File: src/rtl/hazard_forward_scoreboard_if.sv
// ID-stage hazard/bypass bundle: read ports, stage result buses, HI/LO,
// and the long-latency issue/complete handshakes.
interface hazard_forward_scoreboard_if #(
    parameter int NUM_RD  = 2,
    parameter int NUM_STG = 2,
    parameter int DATA_W  = 32
);
    logic [NUM_RD-1:0]              id_use;
    logic [NUM_RD-1:0][4:0]         id_addr;
    logic [NUM_RD-1:0][DATA_W-1:0]  rf_data;
    logic [NUM_RD-1:0][4:0]         rd_addr;
    logic [NUM_RD-1:0][DATA_W-1:0]  rd_latest;

    logic                           id_use_hi;
    logic                           id_use_lo;
    logic [DATA_W-1:0]              hilo_latest;

    logic [NUM_STG-1:0]             stg_wen;
    logic [NUM_STG-1:0]             stg_clean;
    logic [NUM_STG-1:0][4:0]        stg_waddr;
    logic [NUM_STG-1:0][DATA_W-1:0] stg_wdata;
    logic [NUM_STG-1:0]             stg_hi_we;
    logic [NUM_STG-1:0]             stg_lo_we;
    logic [NUM_STG-1:0][DATA_W-1:0] stg_hi;
    logic [NUM_STG-1:0][DATA_W-1:0] stg_lo;
    logic [DATA_W-1:0]              wb_hi;
    logic [DATA_W-1:0]              wb_lo;

    logic                           iss_valid;
    logic                           iss_gpr;
    logic [4:0]                     iss_addr;
    logic                           iss_ready;
    logic                           cmp_valid;
    logic                           cmp_gpr;
    logic [4:0]                     cmp_addr;
    logic                           flush;
    logic [3:0]                     pend_cnt;
    logic                           id_unlock;

    modport master (
        output id_use, id_addr, rf_data, id_use_hi, id_use_lo,
               stg_wen, stg_clean, stg_waddr, stg_wdata,
               stg_hi_we, stg_lo_we, stg_hi, stg_lo, wb_hi, wb_lo,
               iss_valid, iss_gpr, iss_addr, cmp_valid, cmp_gpr, cmp_addr, flush,
        input  rd_addr, rd_latest, hilo_latest, iss_ready, pend_cnt, id_unlock
    );

    modport slave (
        input  id_use, id_addr, rf_data, id_use_hi, id_use_lo,
               stg_wen, stg_clean, stg_waddr, stg_wdata,
               stg_hi_we, stg_lo_we, stg_hi, stg_lo, wb_hi, wb_lo,
               iss_valid, iss_gpr, iss_addr, cmp_valid, cmp_gpr, cmp_addr, flush,
        output rd_addr, rd_latest, hilo_latest, iss_ready, pend_cnt, id_unlock
    );
endinterface

File: src/rtl/hazard_forward_scoreboard.sv
// ID-stage bypass network for N read ports over S result stages, plus a
// scoreboard that holds off consumers of outstanding long-latency writes.

// One read port: youngest-stage-wins bypass and per-port stall decision.
module hazard_fwd_port #(
    parameter int NUM_STG = 2,
    parameter int DATA_W  = 32
) (
    input  logic                           use_src,
    input  logic [4:0]                     addr,
    input  logic [DATA_W-1:0]              rf_data,
    input  logic [NUM_STG-1:0]             stg_wen,
    input  logic [NUM_STG-1:0]             stg_clean,
    input  logic [NUM_STG-1:0][4:0]        stg_waddr,
    input  logic [NUM_STG-1:0][DATA_W-1:0] stg_wdata,
    input  logic [31:0]                    busy,
    output logic [DATA_W-1:0]              latest,
    output logic                           stall
);
    logic hit;
    logic hit_clean;

    always_comb begin
        hit       = 1'b0;
        hit_clean = 1'b1;
        latest    = rf_data;
        // Walk oldest to youngest so the youngest hit overrides.
        for (int s = NUM_STG - 1; s >= 0; s--) begin
            if (stg_wen[s] && stg_waddr[s] == addr) begin
                hit       = 1'b1;
                hit_clean = stg_clean[s];
                latest    = stg_wdata[s];
            end
        end
        if (addr == 5'd0) latest = '0;
        stall = use_src && (addr != 5'd0) && ((hit && !hit_clean) || busy[addr]);
    end
endmodule

module hazard_forward_scoreboard #(
    parameter int NUM_RD   = 2,
    parameter int NUM_STG  = 2,
    parameter int DATA_W   = 32,
    parameter int MAX_PEND = 4
) (
    input  logic                         clk,
    input  logic                         rst,
    hazard_forward_scoreboard_if.slave   bus
);
    localparam logic [3:0] MAX_C = 4'(MAX_PEND);

    typedef struct packed {
        logic       valid;
        logic       gpr;
        logic [4:0] addr;
    } ll_req_t;

    ll_req_t iss, cmp;
    assign iss = '{valid: bus.iss_valid, gpr: bus.iss_gpr, addr: bus.iss_addr};
    assign cmp = '{valid: bus.cmp_valid, gpr: bus.cmp_gpr, addr: bus.cmp_addr};

    // Scoreboard state; bit 0 of busy is tied low since r0 is never a target.
    logic [31:0] busy_q, busy_d;
    logic        hilo_q, hilo_d;
    logic [3:0]  cnt_q, cnt_d;

    // ---------------- GPR forwarding ----------------
    logic [NUM_RD-1:0] port_stall;

    assign bus.rd_addr = bus.id_addr;

    for (genvar p = 0; p < NUM_RD; p++) begin : g_port
        hazard_fwd_port #(.NUM_STG(NUM_STG), .DATA_W(DATA_W)) u_port (
            .use_src   (bus.id_use[p]),
            .addr      (bus.id_addr[p]),
            .rf_data   (bus.rf_data[p]),
            .stg_wen   (bus.stg_wen),
            .stg_clean (bus.stg_clean),
            .stg_waddr (bus.stg_waddr),
            .stg_wdata (bus.stg_wdata),
            .busy      (busy_q),
            .latest    (bus.rd_latest[p]),
            .stall     (port_stall[p])
        );
    end

    // ---------------- HI/LO forwarding ----------------
    logic hilo_stall;

    always_comb begin
        bus.hilo_latest = '0;
        if (bus.id_use_hi && !bus.id_use_lo) begin
            bus.hilo_latest = bus.wb_hi;
            for (int s = NUM_STG - 1; s >= 0; s--)
                if (bus.stg_hi_we[s]) bus.hilo_latest = bus.stg_hi[s];
        end else if (bus.id_use_lo && !bus.id_use_hi) begin
            bus.hilo_latest = bus.wb_lo;
            for (int s = NUM_STG - 1; s >= 0; s--)
                if (bus.stg_lo_we[s]) bus.hilo_latest = bus.stg_lo[s];
        end
    end

    assign hilo_stall    = (bus.id_use_hi || bus.id_use_lo) && hilo_q;
    assign bus.id_unlock = ~(|port_stall || hilo_stall);

    // ---------------- scoreboard ----------------
    logic cmp_hit, iss_tgt_busy, same_tgt, iss_acc;

    assign cmp_hit      = cmp.valid && (cmp.gpr ? busy_q[cmp.addr] : hilo_q);
    assign iss_tgt_busy = iss.gpr ? busy_q[iss.addr] : hilo_q;
    // A completion retiring the very target being issued lets the reissue
    // through: clear-then-set leaves it busy with the count unchanged.
    assign same_tgt     = cmp_hit && (cmp.gpr == iss.gpr) &&
                          (!iss.gpr || cmp.addr == iss.addr);

    assign bus.iss_ready = (cnt_q != MAX_C) &&
                           !(iss_tgt_busy && !same_tgt) &&
                           !(iss.gpr && iss.addr == 5'd0);
    assign iss_acc       = iss.valid && bus.iss_ready;
    assign bus.pend_cnt  = cnt_q;

    always_comb begin
        busy_d = busy_q;
        hilo_d = hilo_q;
        cnt_d  = cnt_q;
        if (cmp_hit) begin
            if (cmp.gpr) busy_d[cmp.addr] = 1'b0;
            else         hilo_d = 1'b0;
        end
        if (iss_acc) begin
            if (iss.gpr) busy_d[iss.addr] = 1'b1;
            else         hilo_d = 1'b1;
        end
        case ({iss_acc, cmp_hit})
            2'b10:   if (cnt_q < MAX_C)  cnt_d = cnt_q + 4'd1;
            2'b01:   if (cnt_q != 4'd0)  cnt_d = cnt_q - 4'd1;
            default: cnt_d = cnt_q;
        endcase
        busy_d[0] = 1'b0;
    end

    always_ff @(posedge clk) begin
        if (rst || bus.flush) begin
            busy_q <= '0;
            hilo_q <= 1'b0;
            cnt_q  <= '0;
        end else begin
            busy_q <= busy_d;
            hilo_q <= hilo_d;
            cnt_q  <= cnt_d;
        end
    end
endmodule

File: src/flat_wrapper.sv
// flat-port wrapper written by rule: the top's interface ports become plain ports
module hazard_forward_scoreboard_flat 
#(
    parameter int NUM_RD   = 2,
    parameter int NUM_STG  = 2,
    parameter int DATA_W   = 32,
    parameter int MAX_PEND = 4
)
  (clk, rst, bus_id_use, bus_id_addr, bus_rf_data, bus_id_use_hi, bus_id_use_lo, bus_stg_wen, bus_stg_clean, bus_stg_waddr, bus_stg_wdata, bus_stg_hi_we, bus_stg_lo_we, bus_stg_hi, bus_stg_lo, bus_wb_hi, bus_wb_lo, bus_iss_valid, bus_iss_gpr, bus_iss_addr, bus_cmp_valid, bus_cmp_gpr, bus_cmp_addr, bus_flush, bus_rd_addr, bus_rd_latest, bus_hilo_latest, bus_iss_ready, bus_pend_cnt, bus_id_unlock);
  hazard_forward_scoreboard_if #(.NUM_RD(NUM_RD), .NUM_STG(NUM_STG), .DATA_W(DATA_W)) bus_i ();
  input  logic clk;
  input  logic rst;
  input wire logic [$bits(bus_i.id_use)-1:0] bus_id_use;
  input wire logic [$bits(bus_i.id_addr)-1:0] bus_id_addr;
  input wire logic [$bits(bus_i.rf_data)-1:0] bus_rf_data;
  input wire logic [$bits(bus_i.id_use_hi)-1:0] bus_id_use_hi;
  input wire logic [$bits(bus_i.id_use_lo)-1:0] bus_id_use_lo;
  input wire logic [$bits(bus_i.stg_wen)-1:0] bus_stg_wen;
  input wire logic [$bits(bus_i.stg_clean)-1:0] bus_stg_clean;
  input wire logic [$bits(bus_i.stg_waddr)-1:0] bus_stg_waddr;
  input wire logic [$bits(bus_i.stg_wdata)-1:0] bus_stg_wdata;
  input wire logic [$bits(bus_i.stg_hi_we)-1:0] bus_stg_hi_we;
  input wire logic [$bits(bus_i.stg_lo_we)-1:0] bus_stg_lo_we;
  input wire logic [$bits(bus_i.stg_hi)-1:0] bus_stg_hi;
  input wire logic [$bits(bus_i.stg_lo)-1:0] bus_stg_lo;
  input wire logic [$bits(bus_i.wb_hi)-1:0] bus_wb_hi;
  input wire logic [$bits(bus_i.wb_lo)-1:0] bus_wb_lo;
  input wire logic [$bits(bus_i.iss_valid)-1:0] bus_iss_valid;
  input wire logic [$bits(bus_i.iss_gpr)-1:0] bus_iss_gpr;
  input wire logic [$bits(bus_i.iss_addr)-1:0] bus_iss_addr;
  input wire logic [$bits(bus_i.cmp_valid)-1:0] bus_cmp_valid;
  input wire logic [$bits(bus_i.cmp_gpr)-1:0] bus_cmp_gpr;
  input wire logic [$bits(bus_i.cmp_addr)-1:0] bus_cmp_addr;
  input wire logic [$bits(bus_i.flush)-1:0] bus_flush;
  output wire logic [$bits(bus_i.rd_addr)-1:0] bus_rd_addr;
  output wire logic [$bits(bus_i.rd_latest)-1:0] bus_rd_latest;
  output wire logic [$bits(bus_i.hilo_latest)-1:0] bus_hilo_latest;
  output wire logic [$bits(bus_i.iss_ready)-1:0] bus_iss_ready;
  output wire logic [$bits(bus_i.pend_cnt)-1:0] bus_pend_cnt;
  output wire logic [$bits(bus_i.id_unlock)-1:0] bus_id_unlock;
  assign bus_i.id_use = bus_id_use;
  assign bus_i.id_addr = bus_id_addr;
  assign bus_i.rf_data = bus_rf_data;
  assign bus_i.id_use_hi = bus_id_use_hi;
  assign bus_i.id_use_lo = bus_id_use_lo;
  assign bus_i.stg_wen = bus_stg_wen;
  assign bus_i.stg_clean = bus_stg_clean;
  assign bus_i.stg_waddr = bus_stg_waddr;
  assign bus_i.stg_wdata = bus_stg_wdata;
  assign bus_i.stg_hi_we = bus_stg_hi_we;
  assign bus_i.stg_lo_we = bus_stg_lo_we;
  assign bus_i.stg_hi = bus_stg_hi;
  assign bus_i.stg_lo = bus_stg_lo;
  assign bus_i.wb_hi = bus_wb_hi;
  assign bus_i.wb_lo = bus_wb_lo;
  assign bus_i.iss_valid = bus_iss_valid;
  assign bus_i.iss_gpr = bus_iss_gpr;
  assign bus_i.iss_addr = bus_iss_addr;
  assign bus_i.cmp_valid = bus_cmp_valid;
  assign bus_i.cmp_gpr = bus_cmp_gpr;
  assign bus_i.cmp_addr = bus_cmp_addr;
  assign bus_i.flush = bus_flush;
  assign bus_rd_addr = bus_i.rd_addr;
  assign bus_rd_latest = bus_i.rd_latest;
  assign bus_hilo_latest = bus_i.hilo_latest;
  assign bus_iss_ready = bus_i.iss_ready;
  assign bus_pend_cnt = bus_i.pend_cnt;
  assign bus_id_unlock = bus_i.id_unlock;
  hazard_forward_scoreboard #(.NUM_RD(NUM_RD), .NUM_STG(NUM_STG), .DATA_W(DATA_W), .MAX_PEND(MAX_PEND)) u_core (.clk(clk), .rst(rst), .bus(bus_i));
endmodule
File: config.mk
export PLATFORM = sky130hd
export DESIGN_NAME = hazard_forward_scoreboard_flat
export DESIGN_NICKNAME = d
export VERILOG_FILES = /design/src/rtl/hazard_forward_scoreboard_if.sv /design/src/rtl/hazard_forward_scoreboard.sv /design/src/flat_wrapper.sv
export SDC_FILE = /design/constraint.sdc
export NUM_CORES = 1
export LEC_CHECK = 0
export CAP_MARGIN = 20
export CORE_AREA = 2 2 190 192
export CTS_CLUSTER_SIZE = 14
export DETAILED_ROUTE_END_ITERATION = 8
export DIE_AREA = 0 0 192 194
export SLEW_MARGIN = 0
export SYNTH_ARGS = -nofsm -noshare
export SYNTH_HDL_FRONTEND = slang
export SYNTH_HIERARCHICAL = 1
export SYNTH_SLANG_ARGS = --single-unit
export TNS_END_PERCENT = 100
File: constraint.sdc
create_clock -name clk -period 4.25 [get_ports clk]
set_input_delay 0.85 -clock clk [delete_from_list [all_inputs] [get_ports clk]]
set_output_delay 0.85 -clock clk [all_outputs]
set_load 0.01 [all_outputs]
==> results of run 1 <==
==> critical path, stage by stage <==
cell	delay, ns
clkdlybuf4s50_1	0.45
buf_12	0.17
buf_4	0.15
xor2_1	0.15
nor4_2	0.25
nand3_4	0.13
buf_12	0.20
buf_4	0.18
a211oi_2	0.19
clkdlybuf4s50_1	0.57
==> power by group <==
| group | internal (mW) | total, mW | switching, mW |
|---|---|---|---|
| Clock | 0.216 | 0.360 | 0.144 |
| Sequential | 0.340 | 0.344 | 0.00399 |
| Combinational | 0.626 | 1.06 | 0.435 |
==> sequential cells by signal, summed over array words and instances (netlist names) <==
name,count
u_core/bus.pend_cnt,4
u_core/busy_q,31
u_core/hilo_q,1
==> per-layer routing <==
metal	routed length, um	share of wire (%)	up-vias
met5	37	0.095	-
met3	3192	8.2	56
li1	-	-	4181
met1	16830	43	4152
met4	782	2.0	6
met2	18050	46	432
==> stage by stage <==
| step | TNS, ns | area [um^2] | worst slack (ns) | power, mW | hold slack [ns] |
|---|---|---|---|---|---|
| floorplan | 0 | 7106 | 0.5982 | 0.7862 | 0.4836 |
| global placement | -2.847 | 12500 | -0.2061 | 1.415 | 0.5506 |
| detailed placement | -5.302 | 12500 | -0.2858 | 1.424 | 0.5601 |
| CTS | -0.02869 | 12620 | -0.02869 | 1.769 | 0.5674 |
| global route | 0 | 12820 | 0.003324 | 1.854 | 0.6071 |
| finish | 0 | 12830 | 0.08977 | 1.765 | 0.5747 |
==> how the worst max path moves through the flow <==
stage                              to  cells past startpoint
2_1_floorplan  u_core/bus.pend_cnt[2]                     15
3_3_place_gp            bus_id_unlock                      9
3_5_place_dp            bus_id_unlock                      9
4_1_cts             bus_rd_latest[52]                      9
5_1_grt             bus_rd_latest[16]                      9
6_report            bus_rd_latest[16]                     10
==> timing repair <==
item	CTS	global route
buffers inserted	0	8
endpoints found under the setup margin	52	34
gates resized for setup	38	35
pin swaps	0	6
gates cloned	0	2
hold buffers	0	0
==> cells in the mapped netlist, types with 4 or more instances <==
cell	instances
nor2b_1	6
nand2_1	14
a211oi_1	5
nor4_1	4
buf_4	16
and3_1	4
mux2_2	5
o22ai_1	35
buf_12	6
nand2b_1	8
clkbuf_1	26
buf_1	14
a21oi_1	70
ha_1	4
buf_2	20
dfxtp_1	36
xor2_1	17
nor3_1	4
o21ai_1	8
nand4b_1	5
nand3b_1	8
inv_1	6
o31ai_1	24
mux4_2	25
a211oi_2	60
buf_6	22
mux2i_1	142
xnor2_1	11
nor2_1	144
o311ai_0	30
o21ai_0	8
nand3_1	8
o2111ai_1	4
==> cell families (layout without fill, tap and decap cells) <==
logic type	Yosys count	in the layout	synth area share (%)
compound gates	261	261	29.18
simple gates	235	235	16.42
mux	172	172	28.73
buf+inv	112	576	10.85
flops	36	36	10.15
xor+xnor	30	30	3.911
fa+ha+maj	4	4	0.7047
other cells	1	8	0.05280
==> cells in the final DEF (no fill, tap or decap), drive strengths merged, types with 31 or more instances in the layout <==
cell type	netlist	final
nor2	146	146
o311ai	31	31
dfxtp	36	36
mux2i	142	142
a211oi	65	65
clkdlybuf4s50	0	411
o22ai	35	35
buf	78	84
dlygate4sd2	0	33
a21oi	70	70
dlymetal6s2s	0	31
==> area by class of cell <==
| class | instances | area [um^2] |
|---|---|---|
| inverter | 6 | 22.52 |
| timing repair buffer | 562 | 5687 |
| clock inverter | 3 | 18.77 |
| multi-input combinational | 704 | 5660 |
| fill | 3617 | 22400 |
| sequential | 36 | 720.7 |
| antenna | 6 | 15.01 |
| clock buffer | 5 | 125.1 |
| tap | 461 | 576.8 |
==> flow_metrics.py, run 1 <==
metrics = {
    "layout": {
        "utilization_pct": 36.41,
        "nets": 1688,
        "drive_gt1_share_pct": 16.03,
        "area_growth_pct": 80.60,
        "fin_cells": 1783,
    },
    "global_route": {
        "grtUsageMet3_pct": 4.199,
        "grt_use_total_pct": 19.17,
        "top_usage_layer": "met2",
        "grt_pass1_wl_um": 54700,
        "met2_usage_pct": 30.89,
        "grt_max_degree": 65,
        "gr-total-overflow": 0,
        "grt_pass1_vias": 8615,
        "grtUsageMet1_pct": 25.68,
        "antenna_found_initial": 9,
    },
    "yosys": {
        "yosys-top-cells-area": "mux2i_1, a211oi_2, dfxtp_1",
        "netlist_area_um2": 7102,
        "yosys_warnings": 6,
        "synth-edff-count": 0,
        "synthDistinctLibCells": 67,
        "ys.flop_type": "dfxtp_1",
        "syn_inst": 851,
        "syn_area_per_cell_um2": 8.345,
        "ys_seq_area_share_pct": 10.15,
        "yosys.area.top_type": "mux2i_1",
        "synth.ff_latch_count": 36,
        "synth.top_cell.area_share_pct": 20.01,
        "async_flop_share_pct": 0,
    },
    "placed_design": {
        "hpwl_um": 31300,
        "finalWeightedCongestion": 0.9568,
        "place.port_buffers": 480,
        "placed_cells": 1759,
    },
    "worst_setup_path": {
        "regToRegSetupSlack_ns": 1.14,
        "r2r_cells": 14,
        "path_max_fanout": 33,
        "endpoint_kind": "primary output",
        "crit_type": "primary input to primary output",
        "crit_start": "bus_id_addr[0]",
        "timing.rr.start": "u_core/busy_q[22]",
        "r2r-end": "u_core/bus.pend_cnt[2]",
        "cp.required_ns": 3.40,
        "critPathLaunchType": "primary input",
        "arrival_ns": 3.31,
    },
    "sta": {
        "slew_headroom_pct": 45.40,
        "rsz0062_at_grt": "no",
        "finalCritPeriodShare_pct": 97.89,
        "post-route-min-period_ns": 4.160,
        "setup_violations": 0,
        "clock-skew-final_ns": 0.006692,
        "maxSlewViolCount": 0,
        "max_freq_mhz": 240.4,
        "tightest_slew_ns": 0.8190,
        "hold_violations": 0,
    },
    "die": {
        "fp.dieW_um": 192,
        "row_count": 69,
        "ios": 481,
        "core_um2": 35220,
        "initial_core_util_pct": 20.16,
        "die_h_um": 194,
        "die-area_um2": 37250,
    },
    "clock_network": {
        "insertion_delay_ns": 0.28,
        "clk_pin_slew_ns": 0.06,
        "clock_sinks": 36,
        "cts_tree": "yes",
        "ctsHtreeMaxLevel": 2,
        "root_buffer": "clkbuf_16",
        "cts_buffers": 5,
        "clock_path_buffers": 2,
    },
    "worst_hold_path": {
        "hp-class": "flop to flop",
        "hold_start": "u_core/hilo_q",
        "hold_end": "u_core/hilo_q",
        "hold_depth": 2,
    },
    "detailed_routing": {
        "drt_pre_antenna_iters": 5,
        "ant_nets": 0,
        "viasPerCell": 4.951,
        "drc": 0,
        "wl_um": 38890,
        "wire_per_inst_um": 21.81,
        "vias": 8827,
        "drtIter0Drc": 665,
    },
    "power_and_ir_drop": {
        "power.density_nw_per_um2": 137.6,
        "ir_worst_vdd_uv": 160.0,
        "leakage_nw": 4.868,
    },
    "run_status": {
        "run_status": "finished clean",
    },
    "run": {
        "cap_violations": 0,
    },
}
Power figures use the tool's default switching activity.
==> run 2, diff against run 1 <==
--- a/config.mk
+++ b/config.mk
@@ -10,6 +10,7 @@
 export CTS_CLUSTER_SIZE = 14
 export DETAILED_ROUTE_END_ITERATION = 8
 export DIE_AREA = 0 0 192 194
+export RECOVER_POWER = 100
 export SLEW_MARGIN = 0
 export SYNTH_ARGS = -nofsm -noshare
 export SYNTH_HDL_FRONTEND = slang
==> run 2 against run 1 <==
Global-route usage is the same. Combinational power is essentially flat. Routed wire length is essentially flat. Register-to-register slack lost 0.07 ns. Worst setup slack gained 0.0083 ns. Die area is the same. First-iteration DRC count grew 1.4%. Clock skew shrank 0.0011 ns. Worst hold slack lost 0.00077 ns. Critical path depth is the same. Flip-flop and latch count is the same.
==> flow_metrics.py, run 2 (synthesis gave the netlist of run 1 again) <==
metrics = {
    "run_status": {
        "run_status": "finished clean",
    },
    "worst_setup_path": {
        "endpoint_kind": "primary output",
        "timing.rr.start": "u_core/busy_q[20]",
        "regToRegSetupSlack_ns": 1.07,
        "crit_type": "primary input to primary output",
        "critPathLaunchType": "primary input",
        "path_max_fanout": 33,
        "arrival_ns": 3.30,
        "cp.required_ns": 3.40,
        "crit_start": "bus_id_addr[0]",
    },
    "layout": {
        "utilization_pct": 35.85,
        "largest_reg_flops": 31,
        "final_common_cell": "clkdlybuf4s50_1",
        "largest-register": "u_core/busy_q",
        "drive_gt1_share_pct": 15.05,
        "final_cell_mix": "clkdlybuf4s50_1, nor2_1, mux2i_1, a21oi_1, a211oi_2",
        "area_growth_pct": 77.82,
        "nets": 1688,
    },
    "global_route": {
        "grt_max_degree": 65,
        "grt_use_total_pct": 19.17,
        "grt_pass1_wl_um": 54700,
        "grt_pass1_vias": 8615,
        "antenna_found_initial": 9,
        "gr-total-overflow": 0,
    },
    "sta": {
        "fin_tns_setup_ns": 0,
        "setup_violations": 0,
        "slew_headroom_pct": 44.34,
        "rsz0062_at_grt": "no",
        "maxSlewViolCount": 0,
        "post-route-min-period_ns": 4.152,
        "hold_violations": 0,
        "max_freq_mhz": 240.9,
        "finalCritPeriodShare_pct": 97.69,
        "tightest_slew_ns": 0.8349,
        "holdWs_ns": 0.5740,
        "clock-skew-final_ns": 0.005545,
    },
    "detailed_routing": {
        "drt_pre_antenna_iters": 5,
        "drc": 0,
        "ant_nets": 0,
        "viasPerCell": 4.936,
        "wl_um": 38920,
        "wire_per_inst_um": 21.83,
        "vias": 8801,
        "drtIter0Drc": 674,
    },
    "placed_design": {
        "place.port_buffers": 480,
        "finalWeightedCongestion": 0.9568,
        "hpwl_um": 31300,
    },
    "die": {
        "initial_core_util_pct": 20.16,
        "die-area_um2": 37250,
        "core_um2": 35220,
        "ios": 481,
        "row_count": 69,
        "die_h_um": 194,
        "fp.dieW_um": 192,
    },
    "power_and_ir_drop": {
        "power_mw": 1.736,
        "power.density_nw_per_um2": 137.4,
        "leakage_nw": 4.717,
        "ir_worst_vdd_uv": 160.1,
    },
    "clock_network": {
        "cts_buffers": 5,
        "cts_hold_repair.buffers": 0,
        "clock_sinks": 36,
        "insertion_delay_ns": 0.28,
        "cts_tree": "yes",
        "clock_path_buffers": 2,
        "root_buffer": "clkbuf_16",
        "ctsHtreeMaxLevel": 2,
        "clk_pin_slew_ns": 0.06,
    },
    "worst_hold_path": {
        "hold_start": "u_core/busy_q[27]",
        "hp-class": "flop to flop",
    },
    "run": {
        "cap_violations": 0,
    },
}
==> run 2: cell count changes in the layout (fill, tap and decap cells not counted), moves of 3 or more <==
| cell | previous run | this run |
|---|---|---|
| clkdlybuf4s50_1 | 411 | 366 |
| o21ai_0 | 8 | 14 |
| buf_4 | 61 | 53 |
| dlymetal6s4s_1 | 0 | 3 |
| clkdlybuf4s25_1 | 0 | 6 |
| clkbuf_1 | 0 | 17 |
| o21ai_1 | 8 | 2 |
| a211oi_2 | 60 | 55 |
| dlymetal6s2s_1 | 31 | 10 |
| dlygate4sd3_1 | 0 | 45 |
| a211oi_1 | 5 | 10 |
==> run 2: worst paths after layout <==
path,cells past startpoint,endpoint
worst min-delay path,2,u_core/busy_q[27]
worst max register to register,13,u_core/bus.pend_cnt[3]
worst min register to register,2,u_core/busy_q[27]
worst max-delay path,10,bus_rd_latest[16]
==> run 2: final cells by class <==
| type | instances | area [um^2] |
|---|---|---|
| diodes | 6 | 15.01 |
| clock buffers | 5 | 125.1 |
| clock inverters | 3 | 18.77 |
| fillers | 3659 | 22600 |
| inverters | 6 | 22.52 |
| multi-input cells | 704 | 5618 |
| flip-flops and latches | 36 | 720.7 |
| well taps | 461 | 576.8 |
| repair buffers | 562 | 5532 |
==> run 2: layer usage <==
metal	track usage [%]	vias up	wire length [um]
met5	0	-	37
met3	4.199	65	3371
met1	25.68	4124	16690
met2	30.89	429	17980
met4	5.146	6	837
li1	-	4177	-
==> run 2: timing repair <==
item / 4_1_cts / 5_1_grt
setup endpoints to repair: 52 / 34
gates cloned: 0 / 2
gates resized for setup: 38 / 35
pin swaps: 0 / 6
setup buffers: 0 / 8
==> run 2: power by group <==
part	switching, mW	internal, mW
logic	0.432	0.601
registers	0.00392	0.340
clock network	0.143	0.216
total	0.579	1.16
==> run 2: critical path, cell delays in order <==
cell and delay [ns]:
clkdlybuf4s50_1 0.45, buf_12 0.17, buf_4 0.15, xor2_1 0.15, nor4_2 0.25, nand3_4 0.13, buf_12 0.20, buf_4 0.18
a211oi_2 0.19, clkdlybuf4s50_1 0.57
==> run 2: stage by stage <==
| step | instances | instance area [um^2] | setup WS [ns] |
|---|---|---|---|
| final | 1783 | 12630 | 0.09806 |
| after global routing | 1782 | 12630 | 0.003608 |
| after CTS | 1767 | 12620 | -0.02869 |
| after detailed placement | 1759 | 12500 | -0.2858 |
| after global placement | 1759 | 12500 | -0.2061 |
| after floorplan | 852 | 7106 | 0.5982 |
==> run 3, diff against run 2 <==
--- a/config.mk
+++ b/config.mk
@@ -7,6 +7,7 @@
 export LEC_CHECK = 0
 export CAP_MARGIN = 20
 export CORE_AREA = 2 2 190 192
+export CTS_CLUSTER_DIAMETER = 80
 export CTS_CLUSTER_SIZE = 14
 export DETAILED_ROUTE_END_ITERATION = 8
 export DIE_AREA = 0 0 192 194
==> results of run 3 <==
Same layout as run 2: the final DEF is identical, and so are final timing and power.
